## src/rtl/ysyx_24110006_clint.sv

```systemverilog
// ---------------------------------------------------------------------------
// ysyx_24110006_clint
//
// Read-only CLINT slave with an AXI4-Lite-style read channel. It holds a
// free-running 64-bit mtime counter and a 64-bit snapshot. The snapshot lets
// software read the low word and then the high word and get one consistent
// 64-bit value, even if mtime carries into the high word between the reads.
// This slave has no write channel.
//
// Parameters
//   BASE_ADDR  address of mtime[31:0]; BASE_ADDR+4 returns the snapshot high
//   TICK_DIV   clock cycles per mtime increment (>= 1)
//
// Ports
//   clock          system clock, rising edge
//   reset          asynchronous, active-high reset
//   i_axi_araddr   read address
//   i_axi_arvalid  read address valid
//   o_axi_arready  read address ready (registered)
//   o_axi_rdata    read data (registered)
//   o_axi_rvalid   read data valid (registered)
//   o_axi_rresp    2'b00 OKAY, 2'b10 SLVERR (registered)
//   i_axi_rready   read data ready
// ---------------------------------------------------------------------------
module ysyx_24110006_clint #(
  parameter logic [31:0] BASE_ADDR = 32'h0200_0000,
  parameter int unsigned TICK_DIV  = 1
) (
  input  logic        clock,
  input  logic        reset,
  input  logic [31:0] i_axi_araddr,
  input  logic        i_axi_arvalid,
  output logic        o_axi_arready,
  output logic [31:0] o_axi_rdata,
  output logic        o_axi_rvalid,
  output logic [1:0]  o_axi_rresp,
  input  logic        i_axi_rready
);

  // The prescaler is kept at least one bit wide so that TICK_DIV=1 still has
  // a legal vector. In that case the prescaler stays at 0, and every edge is
  // a tick.
  localparam int unsigned PRESCALE_W = (TICK_DIV > 1) ? $clog2(TICK_DIV) : 1;
  localparam logic [PRESCALE_W-1:0] PRESCALE_MAX = PRESCALE_W'(TICK_DIV - 1);
  localparam logic [31:0] HIGH_ADDR   = BASE_ADDR + 32'd4;
  localparam logic [1:0]  RESP_OKAY   = 2'b00;
  localparam logic [1:0]  RESP_SLVERR = 2'b10;

  typedef enum logic {
    IDLE = 1'b0,
    RESP = 1'b1
  } readState_e;

  readState_e             r_state;
  readState_e             w_nextState;
  logic [63:0]            r_mtime;
  logic [63:0]            r_snapshot;
  logic [63:0]            w_nextSnapshot;
  logic [PRESCALE_W-1:0]  r_prescaler;
  logic                   r_arready;
  logic                   r_rvalid;
  logic [31:0]            r_rdata;
  logic [1:0]             r_rresp;
  logic                   w_nextArready;
  logic                   w_nextRvalid;
  logic [31:0]            w_nextRdata;
  logic [1:0]             w_nextRresp;
  logic                   w_tick;
  logic                   w_arHandshake;
  logic                   w_rHandshake;

  assign w_tick        = (r_prescaler == PRESCALE_MAX);
  assign w_arHandshake = i_axi_arvalid && r_arready;
  assign w_rHandshake  = r_rvalid && i_axi_rready;

  // The timer runs independently of the bus. It never stalls, and mtime wraps
  // silently from all-ones to zero.
  always_ff @(posedge clock or posedge reset) begin
    if (reset) begin
      r_prescaler <= '0;
      r_mtime     <= 64'd0;
    end else begin
      r_prescaler <= w_tick ? '0 : r_prescaler + 1'b1;
      if (w_tick) begin
        r_mtime <= r_mtime + 64'd1;
      end
    end
  end

  // Next-state and next-output logic for the read channel.
  // A low-word read samples r_mtime as it is before this edge's increment.
  // The same value goes to both the snapshot and rdata, so a later high-word
  // read matches the low word that was returned.
  always_comb begin
    w_nextState    = r_state;
    w_nextArready  = r_arready;
    w_nextRvalid   = r_rvalid;
    w_nextRdata    = r_rdata;
    w_nextRresp    = r_rresp;
    w_nextSnapshot = r_snapshot;
    unique case (r_state)
      IDLE: begin
        w_nextArready = 1'b1;
        w_nextRvalid  = 1'b0;
        if (w_arHandshake) begin
          w_nextState   = RESP;
          w_nextArready = 1'b0;
          w_nextRvalid  = 1'b1;
          if (i_axi_araddr == BASE_ADDR) begin
            w_nextSnapshot = r_mtime;
            w_nextRdata    = r_mtime[31:0];
            w_nextRresp    = RESP_OKAY;
          end else if (i_axi_araddr == HIGH_ADDR) begin
            w_nextRdata = r_snapshot[63:32];
            w_nextRresp = RESP_OKAY;
          end else begin
            w_nextRdata = 32'd0;
            w_nextRresp = RESP_SLVERR;
          end
        end
      end
      RESP: begin
        // Ignore arvalid here. Only one read can be in flight.
        w_nextArready = 1'b0;
        w_nextRvalid  = 1'b1;
        if (w_rHandshake) begin
          w_nextState   = IDLE;
          w_nextRvalid  = 1'b0;
          w_nextArready = 1'b1;
        end
      end
      default: begin
        w_nextState   = IDLE;
        w_nextArready = 1'b0;
        w_nextRvalid  = 1'b0;
      end
    endcase
  end

  // State and registered outputs.
  // Reset leaves arready low, so the slave accepts reads only from the first
  // edge after reset is released.
  always_ff @(posedge clock or posedge reset) begin
    if (reset) begin
      r_state    <= IDLE;
      r_arready  <= 1'b0;
      r_rvalid   <= 1'b0;
      r_rdata    <= 32'd0;
      r_rresp    <= RESP_OKAY;
      r_snapshot <= 64'd0;
    end else begin
      r_state    <= w_nextState;
      r_arready  <= w_nextArready;
      r_rvalid   <= w_nextRvalid;
      r_rdata    <= w_nextRdata;
      r_rresp    <= w_nextRresp;
      r_snapshot <= w_nextSnapshot;
    end
  end

  assign o_axi_arready = r_arready;
  assign o_axi_rvalid  = r_rvalid;
  assign o_axi_rdata   = r_rdata;
  assign o_axi_rresp   = r_rresp;

endmodule

```

## config.mk

```make
export PLATFORM = sky130hd
export DESIGN_NAME = ysyx_24110006_clint
export DESIGN_NICKNAME = d
export VERILOG_FILES = /design/src/rtl/ysyx_24110006_clint.sv
export SDC_FILE = /design/constraint.sdc
export NUM_CORES = 1
export LEC_CHECK = 0
export CORE_UTILIZATION = 40
export CTS_BUF_LIST = sky130_fd_sc_hd__clkbuf_4 sky130_fd_sc_hd__clkbuf_8
export CTS_CLUSTER_DIAMETER = 100
export DETAILED_ROUTE_END_ITERATION = 12
export MAX_ROUTING_LAYER = met4
export PLACE_DENSITY = 0.58
export SLEW_MARGIN = 30
export SYNTH_ARGS = -nofsm -noshare
export SYNTH_HDL_FRONTEND = slang
export SYNTH_SLANG_ARGS = --single-unit
```

## constraint.sdc

```tcl
create_clock -name clock -period 4.7 [get_ports clock]
set_input_delay 0.47 -clock clock [delete_from_list [all_inputs] [get_ports clock]]
set_output_delay 0.47 -clock clock [all_outputs]
set_load 0.05 [all_outputs]
```

==> summary.txt, run 1 <==
Global route
  • GRT Overall Usage: 18.3%
  • Pin count of the biggest net entering global routing: 67
  • Global-route wire length before repair: 20000 um
  • Number of global-route vias before repair: 3982
  • Grt total ovfl: 0
  • Initial antenna violation count: 0

Clock tree
  • Skew-Pair Late Insertion Delay: 0.44 ns
  • CTS Buffer Depth: 2
  • CTS sink cnt: 131
  • CTS tree: yes
  • Hold buffer count at CTS: 0
  • CTS resizes: 0
  • Setup bufs post-CTS: 0
  • Clk slew on worst S/H paths: 0.07 ns
  • H-tree depth: 4
  • Root buffer cell: clkbuf_8
  • CTS Buf Count: 17

Synthesis
  • Synthesized instance count: 496
  • Synth area leaders: dfrtp_1 (57%), mux2_1 (5.9%), xor2_1 (5.8%)
  • Yosys cell types: 32
  • Sequential area share after synthesis: 56.8%
  • Post-synthesis register bit count: 131
  • Post-synth EDFFs: 0
  • Post-synth top flop: dfrtp_1
  • Ys Warns: 0
  • Cell Area, Synth: 0.00577 mm2
  • Yosys top cell by area: dfrtp_1
  • Syn_area_per_cell: 11.6 um2
  • Asr flop ratio synth: 100%
  • Post-synth top area share: 56.8%
  • Syn Nets: 533

Status
  • Status: finished clean

Floorplan
  • # rows: 43
  • Core box area: 0.0140 mm2
  • # IOs: 72
  • Die area: 0.0149 mm2
  • Die H: 122 um
  • Starting Density: 41.2%
  • Die Width: 122 um

Timing
  • Final hold vios: 0
  • Max_slew headroom: 47.8%
  • Fmax: 0.341 GHz
  • RSZ-0062 raised after global routing: no
  • Clock skew: 0.00886 ns
  • Period minus WS final: 2.93 ns
  • Worst Max-Slew Pin Slew: 0.781 ns
  • Final setup fails: 0
  • Final Max Slew Viols: 0
  • Setup tns final: 0 ns
  • Period utilization: 62.4%

Detailed routing
  • Initial DRC count: 184
  • DRT Pass-1 Iters: 4
  • Uppermost layer routed: met4
  • Vias per cell: 5.11
  • Met1 WL: 5630 um
  • Post-DR wirelength/cell: 15.3 um
  • Met2 wire len: 5390 um
  • Final wirelength: 11600 um
  • Antenna Nets Post-Route: 0
  • Met3 WL: 398 um
  • DR DRC count: 0
  • Via Count: 3877

Power and ir drop
  • PwrDens: 306 mW/mm2
  • Maximum vdd drop: 0.177 mV
  • Leak: 3.24 nW

Cells and area
  • Nets: 605
  • Register area: 0.00328 mm2
  • Layout area overhead: 20.9%
  • Finished Cell Area: 0.00697 mm2
  • Diodes inserted: 0
  • Fillers: 1278
  • Layout cells sized above 1: 7.61%
  • Multi-input logic area: 0.00233 mm2

Worst setup path
  • Cells on worst reg2reg path: 5
  • Setup crit start kind: input port
  • Delay of the slowest cell on the worst path: 0.69 ns
  • Slowest-stage cell, CP: nor3_4
  • WP data arrival: 3.25 ns
  • Crit path max fanout: 34
  • End of the worst register-to-register path: r_mtime[55]
  • Cell family with most CP delay: simple AND/OR/NAND/NOR gates
  • Data required, critical path: 5.02 ns
  • Crit path cell chain: clkdlybuf4s50_1 > or4_1 > nor4_2 > nand4_2 > buf_4 > nor3_4 > buf_12 > mux2_1
  • CP endpoint kind: flop
  • Crit Path Class: input port to flop
  • Critical path buffers and inverters: 3
  • Worst R2R Setup Slack: 2.08 ns
  • RR Startpoint: r_mtime[2]

Min path
  • Hold Path Origin: r_mtime[63]
  • Hold Path Sink: r_mtime[63]
  • Worst Hold Class: flop to flop
  • Hold Path Depth: 1

Placement
  • HPWL Detailed: 8090 um
  • Port bufs: 70
  • Post-DP Area: 0.00664 mm2
  • Routability-driven placement congestion ratio: 0.750

Job
  • Max cap viols: 0
## worst max-delay path by stage
stage	startpoint	endpoint	slack [ns]	cells after the start
floorplan	reset	o_axi_arready	0.73	1
global placement	i_axi_araddr[15]	r_snapshot[49]	1.31	8
detailed placement	i_axi_araddr[15]	r_snapshot[55]	1.25	8
CTS	i_axi_araddr[15]	r_snapshot[49]	1.74	8
global route	i_axi_araddr[15]	r_snapshot[44]	1.63	8
finish	i_axi_araddr[15]	r_snapshot[49]	1.77	8
## cells in the final DEF, fill, tap and decap left out, drive strengths merged, types with 4 or more instances in the layout
master	synthesis	layout
dfrtp	131	131
clkdlybuf4s50	0	69
nand2	57	57
xor2	38	38
mux2	33	33
mux2i	32	32
o31ai	32	32
nor3	25	25
xnor2	24	24
nor2	23	23
clkbuf	15	23
nand3	20	20
nand4	17	17
inv	13	13
nor4	11	11
buf	8	7
and4	5	5
clkinv	0	5
and3	4	4
## routing by layer
| layer | up-vias | global-route usage [%] |
|---|---|---|
| li1 | 1888 | - |
| met1 | 1901 | 23.6 |
| met2 | 69 | 27.3 |
| met3 | 19 | 5.06 |
| met4 | 0 | 7.24 |
| met5 | - | - |
## logic make-up (layout without fill, tap and decap cells)
group	Yosys count	in the layout	share of synthesized area (%)
adder cells (fa/ha/maj)	1	1	0.217
flip-flops	131	131	56.8
AO/OA/AOI/OAI	33	33	4.25
multiplexers	65	65	12.0
XOR/XNOR	62	62	9.42
AND/OR/NAND/NOR	167	167	14.4
other	1	1	0.0650
buffers and inverters	36	118	2.82
## registers in the layout (all words and copies together) (netlist names)
register / count
r_mtime: 64
o_axi_rdata: 32
r_snapshot: 32
o_axi_arready: 1
o_axi_rresp: 1
o_axi_rvalid: 1
## synth_stat cells (15+ instances only)
| master | number |
|---|---|
| clkbuf_1 | 15 |
| dfrtp_1 | 131 |
| mux2_1 | 30 |
| mux2i_1 | 32 |
| nand2_1 | 57 |
| nand3_1 | 20 |
| nand4_1 | 16 |
| nor2_1 | 23 |
| nor3_1 | 24 |
| o31ai_1 | 32 |
| xnor2_1 | 24 |
| xor2_1 | 38 |
## where the power goes
part / internal, W / switching, W / total [W]
Combinational: 0.0000512 / 0.000118 / 0.000169
Clock: 0.000410 / 0.000411 / 0.000821
Sequential: 0.00113 / 0.00000526 / 0.00114
## area by class of cell
cell class | instances | area share [%]
Clock inverter | 6 | 0.467
Multi-Input combinational cell | 329 | 33.4
Sequential cell | 131 | 47.0
Inverter | 13 | 0.736
Clock buffer | 23 | 4.27
Tap cell | 180 | 3.23
Timing Repair Buffer | 76 | 10.8
## metrics by stage
step	setup slack [ns]	total power (W)	std cells	util, %	hold slack (ns)
6_report	1.77	0.00213	758	49.8	0.474
4_1_cts	1.74	0.00215	758	49.8	0.477
3_3_place_gp	1.31	0.00133	729	47.5	0.454
3_5_place_dp	1.25	0.00133	729	47.5	0.468
5_1_grt	1.63	0.00222	758	49.8	0.500
2_1_floorplan	0.732	0.00127	496	-	0.436
Power figures use the tool's default switching activity.
==> run 2, diff against run 1 <==
clock period = 3 ns   (was 4.7 ns; I/O delays follow)
==> run 2 against run 1 <==
Against the previous run: final cell count increased by 1.2%; worst setup slack lost 1.1 ns; sequential power is 57% higher; critical path type is now flop to flop; sequential share of layout area shrank 0.44 points; critical path depth down 2; non-clock buffer count rose by 7; utilization increased by 0.47 points; critical endpoint is now r_mtime[56].
==> summary.txt, run 2 (synthesized netlist as in run 1, its figures left out) <==
Status
  • Status: finished clean (unchanged)

Power and ir drop
  • Maximum vdd drop: 0.313 mV (was 0.177 mV)
  • PwrDens: 478 mW/mm2 (was 306 mW/mm2)
  • Leak: 3.29 nW (was 3.24 nW)

Clock tree
  • Hold buffer count at CTS: 0 (unchanged)
  • Setup bufs post-CTS: 0 (unchanged)
  • CTS sink cnt: 131 (unchanged)
  • Skew-Pair Late Insertion Delay: 0.43 ns (was 0.44 ns)
  • CTS resizes: 0 (unchanged)
  • CTS Buffer Depth: 2 (unchanged)
  • CTS Buf Count: 17 (unchanged)
  • CTS tree: yes (unchanged)
  • Clk slew on worst S/H paths: 0.07 ns (about the same)
  • H-tree depth: 4 (unchanged)
  • Root buffer cell: clkbuf_8 (unchanged)

Cells and area
  • Most frequent cells in the layout: dfrtp_1 (131), clkdlybuf4s50_1 (69), nand2_1 (57) (unchanged)
  • Diodes inserted: 0 (unchanged)
  • Layout area overhead: 22.0% (was 20.9%)
  • Nets: 612 (was 605)
  • Largest Register: r_mtime (unchanged)
  • Fillers: 1263 (was 1278)
  • Commonest non-fill, non-tap cell in the layout: dfrtp_1 (unchanged)
  • Layout cells sized above 1: 9.03% (was 7.61%)
  • Max reg flops: 64 (unchanged)

Worst setup path
  • Slowest-stage cell, CP: nor4_1 (was nor3_4)
  • Critical path buffers and inverters: 0 (was 3)
  • Crit Path Class: flop to flop (was input port to flop)
  • Data required, critical path: 3.36 ns (was 5.02 ns)
  • WP data arrival: 2.73 ns (was 3.25 ns)
  • Crit path max fanout: 11 (was 34)
  • Setup crit start kind: flop (was input port)
  • Cell family with most CP delay: simple AND/OR/NAND/NOR gates (unchanged)
  • Worst R2R Setup Slack: 0.62 ns (was 2.08 ns)
  • Crit path cell chain: ha_1 > nand4_1 > nor3_1 > nand3_1 > nor4_1 > xor2_1 (was clkdlybuf4s50_1 > or4_1 > nor4_2 > nand4_2 > buf_4 > nor3_4 > buf_12 > mux2_1)
  • Delay of the slowest cell on the worst path: 0.46 ns (was 0.69 ns)
  • CP endpoint kind: flop (unchanged)

Timing
  • Period utilization: 79.2%
  • RSZ-0062 raised after global routing: no (unchanged)
  • Max_slew headroom: 56.4% (was 47.8%)
  • Period minus WS final: 2.38 ns
  • Setup tns final: 0 ns (unchanged)
  • Clock skew: 0.00724 ns (was 0.00886 ns)
  • Final hold vios: 0 (unchanged)
  • Fmax: 0.421 GHz
  • Worst Slack Setup Final: 0.623 ns (was 1.77 ns)
  • Final setup fails: 0 (unchanged)
  • Worst Max-Slew Pin Slew: 0.655 ns (was 0.781 ns)
  • Final Max Slew Viols: 0 (unchanged)

Placement
  • HPWL Detailed: 8380 um (was 8090 um)
  • Port bufs: 70 (unchanged)
  • Routability-driven placement congestion ratio: 0.789 (was 0.750)
  • Dpl ws: 0.347 ns (was 1.25 ns)

Detailed routing
  • DRT Pass-1 Iters: 4 (unchanged)
  • Via Count: 3884 (was 3877)
  • Post-DR wirelength/cell: 15.5 um (was 15.3 um)
  • Antenna Nets Post-Route: 0 (unchanged)
  • Vias per cell: 5.06 (was 5.11)
  • Initial DRC count: 162 (was 184)
  • Final wirelength: 11900 um (was 11600 um)
  • DR DRC count: 0 (unchanged)

Floorplan
  • # rows: 43 (unchanged)
  • Die H: 122 um (unchanged)
  • # IOs: 72 (unchanged)
  • Die area: 0.0149 mm2 (unchanged)
  • Starting Density: 41.2% (unchanged)
  • Die Width: 122 um (unchanged)
  • Core box area: 0.0140 mm2 (unchanged)

Global route
  • Grt total ovfl: 0 (unchanged)
  • Initial antenna violation count: 0 (unchanged)
  • GRT Overall Usage: 18.5% (was 18.3%)
  • Pin count of the biggest net entering global routing: 67 (unchanged)
  • Global-route wire length before repair: 20400 um (was 20000 um)
  • Number of global-route vias before repair: 4015 (was 3982)

Job
  • Max cap viols: 0 (unchanged)

Min path
  • Worst Hold Class: input port to asynchronous set/reset pin (was flop to flop)
==> run 2: metal layers <==
layer | routed length, um | share of wire, % | track usage (%)
met1 | 5800 | 49 | 23.7
met2 | 5510 | 46 | 28.4
met3 | 376 | 3.2 | 4.63
met4 | 189 | 1.6 | 6.94
met5 | 0 | 0 | -
==> run 2: final timing paths <==
| kind | startpoint | end | depth (start not counted) |
|---|---|---|---|
| worst max-delay path | r_mtime[0] | r_mtime[56] | 6 |
| worst min-delay path | reset | o_axi_rdata[14] | 2 |
| worst max register to register | r_mtime[0] | r_mtime[56] | 6 |
| worst min register to register | o_axi_rdata[2] | o_axi_rdata[2] | 2 |
| max in group asynchronous | reset | r_mtime[57] | 4 |
| min in group clock | i_axi_rready | o_axi_rvalid | 2 |
==> run 2: layout make-up <==
class                   count  area (um2)  area share [%]
multi-input cells         329        2330            33.1
repair buffers             83         806            11.5
clock inverters             6        30.0           0.427
clock buffers              25         313            4.45
inverters                  13        52.6           0.747
flip-flops and latches    131        3280            46.6
well taps                 180         225            3.20
==> run 2: report_power, final <==
| part | internal (W) | switching (W) |
|---|---|---|
| Clock | 0.000670 | 0.000638 |
| Sequential | 0.00178 | 0.00000808 |
| Combinational | 0.0000836 | 0.000185 |
| Total | 0.00253 | 0.000832 |
==> run 2: through the flow <==
step / instance area [um2] / hold WS [ns] / total power [W] / cells / utilization (%)
after detailed placement: 6690 / 0.469 / 0.00209 / 736 / 47.8
after global placement: 6690 / 0.454 / 0.00209 / 736 / 47.8
after CTS: 7040 / 0.260 / 0.00341 / 767 / 50.3
after global routing: 7040 / 0.292 / 0.00351 / 767 / 50.3
after floorplan: 5770 / 0.426 / 0.00198 / 496 / -
final: 7040 / 0.265 / 0.00336 / 767 / 50.3
==> run 3, diff against run 2 <==
PLACE_DENSITY = 0.6   (was 0.58)
clock period = 2.1 ns   (was 3 ns; I/O delays follow)
==> run 3 against run 2 <==
Against the previous run: global-route usage down 0.094 points; sequential share of layout area down 2.2 points; combinational power up 48%; count of clock-buffer cells in the layout up 4; worst setup slack worse by 0.53 ns; clock skew up 0.0030 ns; die area unchanged; non-clock buffer count up 27; first-iteration DRC count up 23%; sequential power up 42%; via count up 2.1%; flip-flop and latch count unchanged; critical path type is now input port to flop.
==> summary.txt, run 3 (synthesized netlist as in run 1, its figures left out) <==
Clock tree
  • CTS tree: yes (unchanged)
  • Skew-Pair Late Insertion Delay: 0.44 ns (was 0.43 ns)
  • CTS sink cnt: 131 (unchanged)
  • CTS Buf Count: 17 (unchanged)
  • Root buffer cell: clkbuf_8 (unchanged)
  • CTS Buffer Depth: 2 (unchanged)
  • Clk slew on worst S/H paths: 0.07 ns (about the same)
  • Hold buffer count at CTS: 0 (unchanged)
  • H-tree depth: 4 (unchanged)

Detailed routing
  • DRT Pass-1 Iters: 4 (unchanged)
  • Via Count: 3965 (was 3884)
  • Initial DRC count: 200 (was 162)
  • Post-DR wirelength/cell: 15.3 um (was 15.5 um)
  • Final wirelength: 12100 um (was 11900 um)
  • Vias per cell: 4.99 (was 5.06)
  • Antenna Nets Post-Route: 0 (unchanged)
  • DR DRC count: 0 (unchanged)

Cells and area
  • Diodes inserted: 0 (unchanged)
  • Register area: 0.00328 mm2 (unchanged)
  • Finished Cell Area: 0.00739 mm2 (was 0.00704 mm2)
  • Layout cells sized above 1: 13.3% (was 9.03%)
  • Max reg flops: 64 (unchanged)
  • Layout area overhead: 28.2% (was 22.0%)
  • Multi-input logic area: 0.00234 mm2 (was 0.00233 mm2)
  • Most frequent cells in the layout: dfrtp_1 (131), clkdlybuf4s50_1 (69), nand2_1 (57) (unchanged)
  • Largest Register: r_mtime (unchanged)
  • Layout Utilization: 52.8% (was 50.3%)
  • Commonest non-fill, non-tap cell in the layout: dfrtp_1 (unchanged)
  • Fillers: 1273 (was 1263)
  • Nets: 639 (was 612)

Worst setup path
  • Crit path max fanout: 16 (was 11)
  • End of the worst register-to-register path: r_mtime[60] (was r_mtime[56])
  • CP endpoint kind: flop (unchanged)
  • Crit Path Class: input port to flop (was flop to flop)
  • WP data arrival: 2.31 ns (was 2.73 ns)
  • Setup crit start kind: input port (was flop)
  • Worst R2R Setup Slack: 0.19 ns (was 0.62 ns)
  • RR Startpoint: r_mtime[1] (was r_mtime[0])
  • Cells on worst reg2reg path: 8 (was 6)
  • Data required, critical path: 2.41 ns (was 3.36 ns)

Timing
  • Worst Max-Slew Pin Slew: 0.555 ns (was 0.655 ns)
  • Final Max Slew Viols: 0 (unchanged)
  • Period utilization: 95.4%
  • Final setup fails: 0 (unchanged)
  • Clock skew: 0.0102 ns (was 0.00724 ns)
  • Period minus WS final: 2.00 ns
  • Fmax: 0.499 GHz
  • Final hold vios: 0 (unchanged)
  • Max_slew headroom: 62.9% (was 56.4%)

Status
  • Status: finished clean (unchanged)

Global route
  • Number of global-route vias before repair: 4042 (was 4015)
  • Global-route wire length before repair: 20400 um (about the same)
  • Met3 global-route usage: 4.21% (was 4.63%)
  • Grt total ovfl: 0 (unchanged)
  • Pin count of the biggest net entering global routing: 44 (was 67)
  • GRT Overall Usage: 18.4% (was 18.5%)
  • Initial antenna violation count: 0 (unchanged)
  • M2 GR Usage: 27.2% (was 28.4%)
  • Most Crowded Layer GR: met2 (unchanged)
  • M1 GR Usage: 24.9% (was 23.7%)

Power and ir drop
  • PwrDens: 700 mW/mm2 (was 478 mW/mm2)
  • Maximum vdd drop: 0.371 mV (was 0.313 mV)
  • Total power: 0.00517 W (was 0.00336 W)
  • Leak: 3.48 nW (was 3.29 nW)

Placement
  • Post-DP Area: 0.00690 mm2 (was 0.00669 mm2)
  • HPWL Detailed: 8670 um (was 8380 um)
  • Port bufs: 70 (unchanged)
  • Routability-driven placement congestion ratio: 0.777 (was 0.789)

Floorplan
  • Die H: 122 um (unchanged)
  • Core box area: 0.0140 mm2 (unchanged)
  • Die Width: 122 um (unchanged)
  • # rows: 43 (unchanged)
  • # IOs: 72 (unchanged)
  • Starting Density: 41.2% (unchanged)
  • Die area: 0.0149 mm2 (unchanged)

Min path
  • Worst Hold Class: input port to asynchronous set/reset pin (unchanged)

Job
  • Max cap viols: 0 (unchanged)
run 3: cell count changes in the layout (fill, tap and decap cells not counted), sizes merged:
| cell | change |
|---|---|
| buf | +26 |
| clkbuf | +5 |
| bufinv | +2 |
| clkinv | -5 |
run 3: worst max-delay path: stages:
cell and delay [ns]:
clkdlybuf4s50_1 0.39, or4_1 0.57, nor4_4 0.17, nand4_2 0.16, nor3_4 0.15, buf_4 0.14
buf_12 0.15, mux2_1 0.35
run 3: per-layer routing:
layer	routed length, um	vias to the layer above	part of all wire (%)
met1	5950	1945	49
met3	356	15	2.9
met2	5650	56	47
met4	178	0	1.5
li1	-	1949	-
met5	0	-	0
run 3: power breakdown:
part           switching, W  internal (W)  leakage, nW
clock network      0.000900       0.00133        0.225
registers        0.00000948       0.00254         1.81
logic              0.000267      0.000131         1.44
run 3: how the worst max path moves through the flow:
stage	from	end	cells after the start
final	i_axi_araddr[15]	r_snapshot[51]	8
after floorplan	i_axi_araddr[15]	r_snapshot[32]	6
after CTS	i_axi_araddr[15]	r_snapshot[51]	7
after global routing	i_axi_araddr[14]	r_snapshot[51]	8
after detailed placement	i_axi_araddr[15]	r_snapshot[51]	7
after global placement	i_axi_araddr[15]	r_snapshot[63]	7
run 3: metrics by stage:
step                worst slack [ns]  hold WS [ns]  cells   TNS, ns
floorplan                     0.0399         0.336    496         0
global placement              -0.331         0.454    759    -12.14
detailed placement            -0.400         0.464    759    -15.17
CTS                           0.0673         0.185    791         0
global route                -0.00367         0.197    795  -0.00367
finish                        0.0973         0.180    795         0
run 3: repair_timing:
item	in CTS	in global routing
buffers inserted	0	2
endpoints found under the hold margin	0	0
setup endpoints to repair	0	34
resized for setup	0	2
run 3: layout make-up:
cell class                      count  share of cell area (%)
Timing Repair Buffer              110                    14.4
Sequential cell                   131                    44.4
Inverter                           13                   0.711
Tap cell                          180                    3.05
Clock inverter                      3                   0.880
Clock buffer                       29                    4.89
Multi-Input combinational cell    329                    31.7
